`config.mk`:
```
export PLATFORM = sky130hd
export DESIGN_NAME = jtag_tap_sync
export DESIGN_NICKNAME = d
export VERILOG_FILES = /design/src/rtl/jtag_tap_sync.sv
export SDC_FILE = /design/constraint.sdc
export NUM_CORES = 1
export LEC_CHECK = 0
export CORE_MARGIN = 2
export CORE_UTILIZATION = 59
export DETAILED_ROUTE_END_ITERATION = 8
export PLACE_DENSITY_LB_ADDON = 0.1
export SLEW_MARGIN = 20
export SYNTH_ARGS = -nofsm -noshare
export SYNTH_HDL_FRONTEND = slang
export SYNTH_SLANG_ARGS = --single-unit
```
`constraint.sdc`:
```
create_clock -name clk_i -period 3.75 [get_ports clk_i]
set_input_delay 0.75 -clock clk_i [delete_from_list [all_inputs] [get_ports clk_i]]
set_output_delay 0.75 -clock clk_i [all_outputs]
set_load 0.05 [all_outputs]
```
`src/rtl/jtag_tap_sync.sv`:
```
// Clock-synchronous IEEE 1149.1 TAP responder: oversamples the JTAG pins with clk_i
// and serves IDCODE, BYPASS and a CONFREG configuration register.
module jtag_tap_sync #(
  parameter logic [31:0] IDCODE_VALUE = 32'h249511C3,
  parameter int unsigned IR_LEN       = 5,
  parameter int unsigned CONFREG_W    = 9
) (
  input  logic                 clk_i,
  input  logic                 rst_i,
  input  logic                 jtag_tck_i,
  input  logic                 jtag_trst_ni,
  input  logic                 jtag_tms_i,
  input  logic                 jtag_tdi_i,
  output logic                 jtag_tdo_o,
  output logic                 jtag_tdo_en_o,
  output logic [3:0]           tap_state_o,
  output logic [IR_LEN-1:0]    ir_o,
  output logic [CONFREG_W-1:0] conf_reg_o,
  output logic                 conf_update_o
);

  localparam int unsigned DR_W = 32;

  localparam logic [IR_LEN-1:0] INSTR_IDCODE  = IR_LEN'(5'b00001);
  localparam logic [IR_LEN-1:0] INSTR_CONFREG = IR_LEN'(5'b00110);

  typedef enum logic [3:0] {
    TLR      = 4'hF,
    RTI      = 4'hC,
    SEL_DR   = 4'h7,
    CAP_DR   = 4'h6,
    SH_DR    = 4'h2,
    EX1_DR   = 4'h1,
    PAUSE_DR = 4'h3,
    EX2_DR   = 4'h0,
    UPD_DR   = 4'h5,
    SEL_IR   = 4'h4,
    CAP_IR   = 4'hE,
    SH_IR    = 4'hA,
    EX1_IR   = 4'h9,
    PAUSE_IR = 4'hB,
    EX2_IR   = 4'h8,
    UPD_IR   = 4'hD
  } tap_state_e;

  // 1149.1 state transition on a TCK rising edge
  function automatic tap_state_e tap_next(input tap_state_e s, input logic tms);
    tap_state_e n;
    n = TLR;
    case (s)
      TLR:      n = tms ? TLR      : RTI;
      RTI:      n = tms ? SEL_DR   : RTI;
      SEL_DR:   n = tms ? SEL_IR   : CAP_DR;
      CAP_DR:   n = tms ? EX1_DR   : SH_DR;
      SH_DR:    n = tms ? EX1_DR   : SH_DR;
      EX1_DR:   n = tms ? UPD_DR   : PAUSE_DR;
      PAUSE_DR: n = tms ? EX2_DR   : PAUSE_DR;
      EX2_DR:   n = tms ? UPD_DR   : SH_DR;
      UPD_DR:   n = tms ? SEL_DR   : RTI;
      SEL_IR:   n = tms ? TLR      : CAP_IR;
      CAP_IR:   n = tms ? EX1_IR   : SH_IR;
      SH_IR:    n = tms ? EX1_IR   : SH_IR;
      EX1_IR:   n = tms ? UPD_IR   : PAUSE_IR;
      PAUSE_IR: n = tms ? EX2_IR   : PAUSE_IR;
      EX2_IR:   n = tms ? UPD_IR   : SH_IR;
      UPD_IR:   n = tms ? SEL_DR   : RTI;
      default:  n = TLR;
    endcase
    return n;
  endfunction

  logic [2:0] tck_q;
  logic [1:0] tms_q;
  logic [1:0] tdi_q;
  logic [1:0] trst_q;

  // Pin synchronizers are deliberately not reset, so a TCK edge in flight is not replayed after rst_i
  always_ff @(posedge clk_i) begin
    tck_q  <= {tck_q[1:0], jtag_tck_i};
    tms_q  <= {tms_q[0], jtag_tms_i};
    tdi_q  <= {tdi_q[0], jtag_tdi_i};
    trst_q <= {trst_q[0], jtag_trst_ni};
  end

  logic tck_rise;
  logic tck_fall;
  logic tms_s;
  logic tdi_s;
  logic trst_s;

  assign tck_rise = tck_q[1] & ~tck_q[2];
  assign tck_fall = ~tck_q[1] & tck_q[2];
  assign tms_s    = tms_q[1];
  assign tdi_s    = tdi_q[1];
  assign trst_s   = trst_q[1];

  tap_state_e        state;
  logic [IR_LEN-1:0] ir_sr;
  logic [DR_W-1:0]   dr_sr;
  logic              sel_idcode;
  logic              sel_conf;

  assign sel_idcode = (ir_o == INSTR_IDCODE);
  assign sel_conf   = (ir_o == INSTR_CONFREG);

  assign tap_state_o   = state;
  assign jtag_tdo_en_o = (state == SH_IR) || (state == SH_DR);

  // TAP controller, instruction/data shift paths and TDO launch
  always_ff @(posedge clk_i) begin
    if (rst_i) begin
      state         <= TLR;
      ir_sr         <= '0;
      dr_sr         <= '0;
      ir_o          <= INSTR_IDCODE;
      conf_reg_o    <= '0;
      conf_update_o <= 1'b0;
      jtag_tdo_o    <= 1'b0;
    end else begin
      conf_update_o <= 1'b0;
      if (!trst_s) begin
        state <= TLR;
        ir_o  <= INSTR_IDCODE;
      end else begin
        if (state == TLR) begin
          ir_o <= INSTR_IDCODE;
        end
        if (tck_rise) begin
          state <= tap_next(state, tms_s);
          case (state)
            CAP_IR: ir_sr <= IR_LEN'(1);
            SH_IR:  ir_sr <= {tdi_s, ir_sr[IR_LEN-1:1]};
            EX1_IR, EX2_IR: begin
              if (tms_s) ir_o <= ir_sr;
            end
            CAP_DR: begin
              if (sel_idcode)    dr_sr <= IDCODE_VALUE;
              else if (sel_conf) dr_sr <= DR_W'(conf_reg_o);
              else               dr_sr <= '0;
            end
            SH_DR: begin
              if (sel_idcode)    dr_sr <= {tdi_s, dr_sr[DR_W-1:1]};
              else if (sel_conf) dr_sr[CONFREG_W-1:0] <= {tdi_s, dr_sr[CONFREG_W-1:1]};
              else               dr_sr[0] <= tdi_s;
            end
            EX1_DR, EX2_DR: begin
              if (tms_s && sel_conf) begin
                conf_reg_o    <= dr_sr[CONFREG_W-1:0];
                conf_update_o <= 1'b1;
              end
            end
            default: ;
          endcase
        end
        if (tck_fall) begin
          if (state == SH_IR)      jtag_tdo_o <= ir_sr[0];
          else if (state == SH_DR) jtag_tdo_o <= dr_sr[0];
        end
      end
    end
  end

endmodule

```
### Yosys cells after proc, flatten, opt, wreduce, memory -nomap -nowiden

Index checks and enable logic that the tools add are counted.

* eq/ne operators: 19
* multiplexer cells: 28
* bitwise operators: 7
* reduce and logical (&&, ||, !) cells: 19

Operator list (number)
* case mux 32 bit (2 select lines): 1
* case mux 4 bit (12 select lines): 1
* == test 4 bit, second input constant: 8
* 2-to-1 mux 30 bit: 1
* 2-to-1 mux 23 bit: 1
* 2-to-1 mux 5 bit: 4
* 2-to-1 mux 9 bit: 2
* == test 4 x 3 -> 1 bit, second input constant: 4
* 2-to-1 mux 2 bit: 6
* 2-to-1 mux 3 bit: 4
* AND reduction 4 bit: 3
* case mux 5 bit (2 select lines): 1
* OR reduction 2 bit: 5
* AND reduction 3 bit: 3
* == test 4 x 2 -> 1 bit, second input constant: 2
* 2-to-1 mux 8 bit: 1
* nonzero test 2 bit: 3
* == test 5 x 1 -> 1 bit, second input constant: 1
* == test 5 x 3 -> 1 bit, second input constant: 1
* 2-to-1 mux 1 bit: 5
* NOT 1 bit: 5
* == test 4 x 1 -> 1 bit, second input constant: 1
* zero test 4 bit: 1
* 2-to-1 mux 4 bit: 1
* other kinds (7): 8

* flip-flop bits (word level): 66
* input port bits: 6
* word-level logic and storage cells: 86

### Depth between registers and ports, before layout

* depth after elaboration: 5
* gate-level depth with buffers: 7

### Worst setup path after synthesis

Ideal clock, no wire load.

* kind: reg2out
* start: register state[1] (netlist: tap_state_o[1])
* end: output jtag_tdo_en_o
* arrival time: 1.671 ns
* slack: 1.329 ns
* cell stages (with the launch flop): 4
* buffers on the path: 1
* cells stage by stage: dfxtp_1 > buf_2 > nand2b_4 > nor2_1

* cells in the longest elaborated chain, start to end: 2
* elaborated cells on any way between the ends: 3

RTL lines
* from (decl): line 97 `tap_state_e state;`
* from (signal assigned): line 129 `state <= tap_next(state, tms_s);`
* == test 4 bit or == test 4 x 2 -> 1 bit (tied branches): line 107 `assign jtag_tdo_en_o = (state == SH_IR) || (state == SH_DR);`
* logical OR 1 bit (*): line 107
* to (decl): line 15 `output logic jtag_tdo_en_o,`

Mark *: on every way between the ends. The rest lies on a longest branch, timed or not.

### Final worst setup path

Same ends and word-level chain as after synthesis.

==> metrics <==
outcome complete, no violations; Top Ports 27; Post-synth ARST share 0; vias after detailed routing approximately 2,200; crit start category flop; port bufs 26; Yosys cell types 42; Area Growth Syn to Fin 15.17%; crit path from tap_state_o[1]; Final WS setup ~0.96 ns; fill count 360; Cell Area, Synth around 2700 µm²; fin crit share 0.7452; CP Cell Sequence nand2b_4 > nor2_1 > clkdlybuf4s50_1; share of cells above drive strength 1 0.08615; routed len/inst about 14 µm; Gate Count Post-Synth 301; arrival time worst endpoint 2.04 ns; Final Skew roughly 0.0078 ns; pre-CTS setup slack around 1.3 ns; routability cong. 0.8237; number of synthesized flops with an enable pin 0; Final nets 326; FF-to-FF path depth 5; max-slew violations 0; xor and xnor fraction of the mapped netlist area 0; Hold Crit Class flop to flop; f_max 0.3578 GHz; hold path startpoint trst_q[0]; most common cell in the synthesized netlist dfxtp_1; cell family with most CP delay buffers and inverters; Seq/Total Area, Yosys 0.4900; hold_buf cts 0; final WL 5.268 mm; core area roughly 4400 µm²; first-pass detailed-route iteration total 4; CTS tree yes; adder-cell area share of the yosys netlist 0; Root Buffer clkbuf_8; Initial Utilization 0.6150; WP data required ~3 ns; FF+latch area 1321 µm²; vias in the first global route 1,959; area of the multi-input gates ~1200 µm²; Post-Synth Simple-Gate Area 0.2404; final setup fails 0; worst setup path class flop to output pin; shortest period the worst path allows 2.794 ns; Slew HR 0.5507; post-synthesis mux area share 0.05568; first-pass GRT wire length 8.907 mm; Synth top area share 0.4900; CTS Buf Count 9; # diodes 0; final setup TNS 0 ns; H-Tree Depth 3; largest area contributor in the netlist dfxtp_1; Syn Nets between 300 and 400; Iter 0 DRT Violations 143; Max Root-Sink Buffers 2; setup bufs post-CTS 0; crit path max fanout 10; synth cell count leaders dfxtp_1 (66), nor2_1 (38), nand3_1 (30); RSZ-0062 raised after global routing no; clock slew at reported path FFs 0.06 ns; TritonCTS Sinks 66; initial antenna violation count 0; Main synth FF type dfxtp_1; Max-Cap Viols 0; Tightest Pin Transition 0.6725 ns; Die H 71.60 µm; DIE AREA 5127 µm²; P_leak 1.155 nW; Worst Setup End Kind output pin; critical path depth 3; Worst VDD drop between 200 and 300 µV; DRC errors left 0; Worst-Skew Late Latency 0.34 ns; Final Hold Viols 0; GRT overflow 0; flops & latches, synth 66; R2R Path Start tap_state_o[1]; post_cts resized 0; DR vias/cell just under 6; compound-cell area share of the yosys netlist 0.1647; # rows 24; worst path buffer plus inverter count 1; WHS Path Cells 0; gr usage total 0.2210; pin count of the biggest net entering global routing 40; synthesized area per cell 8.958 µm²; largest family of logic cells by synthesized area simple AND/OR/NAND/NOR gates; post-DP HPWL between 3 and 4 mm; Slowest cell on crit path clkdlybuf4s50_1; pwr dens 415.1 nW/µm²; DIE WIDTH 71.60 µm; Yosys warning count 0; Area contributors post-synth dfxtp_1 (49%), mux2i_1 (5.6%), nand3_1 (5.6%); crit-path max cell delay 0.85 ns; post-route ant nets 0
[layout make-up]
cell class | instances | share of cell area
clock buffers | 14 | 0.05560
clock inverters | 2 | 0.003223
inverters | 5 | 0.006044
multi-input cells | 210 | 0.4001
flip-flops and latches | 66 | 0.4255
well taps | 52 | 0.02095
repair buffers | 28 | 0.08864
[sequential cells by signal, summed over array words and instances, names as in the netlist]
register / cells
conf_update_o: 1
jtag_tdo_o: 1
trst_q: 2
tck_q: 3
dr_sr: 32
ir_o: 5
tap_state_o: 4
tdi_q: 2
tms_q: 2
conf_reg_o: 9
ir_sr: 5
[layout by cell type (no fill, tap or decap), types with 2 or more instances in the layout]
cell type and n:
o21ai_0 6, clkbuf_1 2, nand4_1 2, and2_1 6
nor2_1 38, a21boi_4 2, clkbuf_8 12, a22oi_1 5
nor4_1 2, nor3b_1 2, a21oi_1 24, a211oi_1 8
and3_1 2, clkinv_2 2, nor3_1 8, clkdlybuf4s50_1 26
nor2b_1 2, a211oi_2 4, buf_4 2, mux2i_1 15
a31oi_1 8, dfxtp_1 66, nand3_1 30, nand2_1 28
inv_1 5
[per-stage QoR]
| step | cell area, µm² | total power, mW | hold slack, ns | std cells | utilization |
|---|---|---|---|---|---|
| floorplan | 2696 | 0.7483 | 0.3096 | 301 | - |
| global placement | 2923 | 0.7598 | 0.3100 | 361 | 0.6667 |
| detailed placement | 2923 | 0.7596 | 0.3121 | 361 | 0.6667 |
| CTS | 3105 | 1.299 | 0.3269 | 377 | 0.7083 |
| global route | 3105 | 1.336 | 0.3324 | 377 | 0.7083 |
| finish | 3105 | 1.289 | 0.3255 | 377 | 0.7083 |
[report_power, final]
part / internal (mW) / switching (mW)
logic: 0.0114 / 0.0196
registers: 0.707 / 0.00635
clock network: 0.293 / 0.252
total: 1.01 / 0.278
[worst paths after layout]
kind                                 endpoint  slack (ns)
worst max-delay path            jtag_tdo_en_o        0.96
worst min register to register      trst_q[1]        0.33
worst min-delay path                trst_q[1]        0.33
worst max register to register  conf_reg_o[0]        1.39
[kinds of logic (layout without fill, tap and decap cells)]
group	after synthesis	after routing
compound gates	64	64
mux	15	15
simple gates	131	131
buf+inv	25	49
flops	66	66
[layer usage]
| metal | vias to the layer above | GRT usage | wire (µm) |
|---|---|---|---|
| li1 | 1104 | - | - |
| met1 | 1011 | 0.2969 | 2511 |
| met2 | 54 | 0.3323 | 2404 |
| met3 | 10 | 0.04923 | 264 |
| met4 | 0 | 0.1195 | 88 |
| met5 | - | 0 | 0 |
Power figures use the tool's default switching activity.
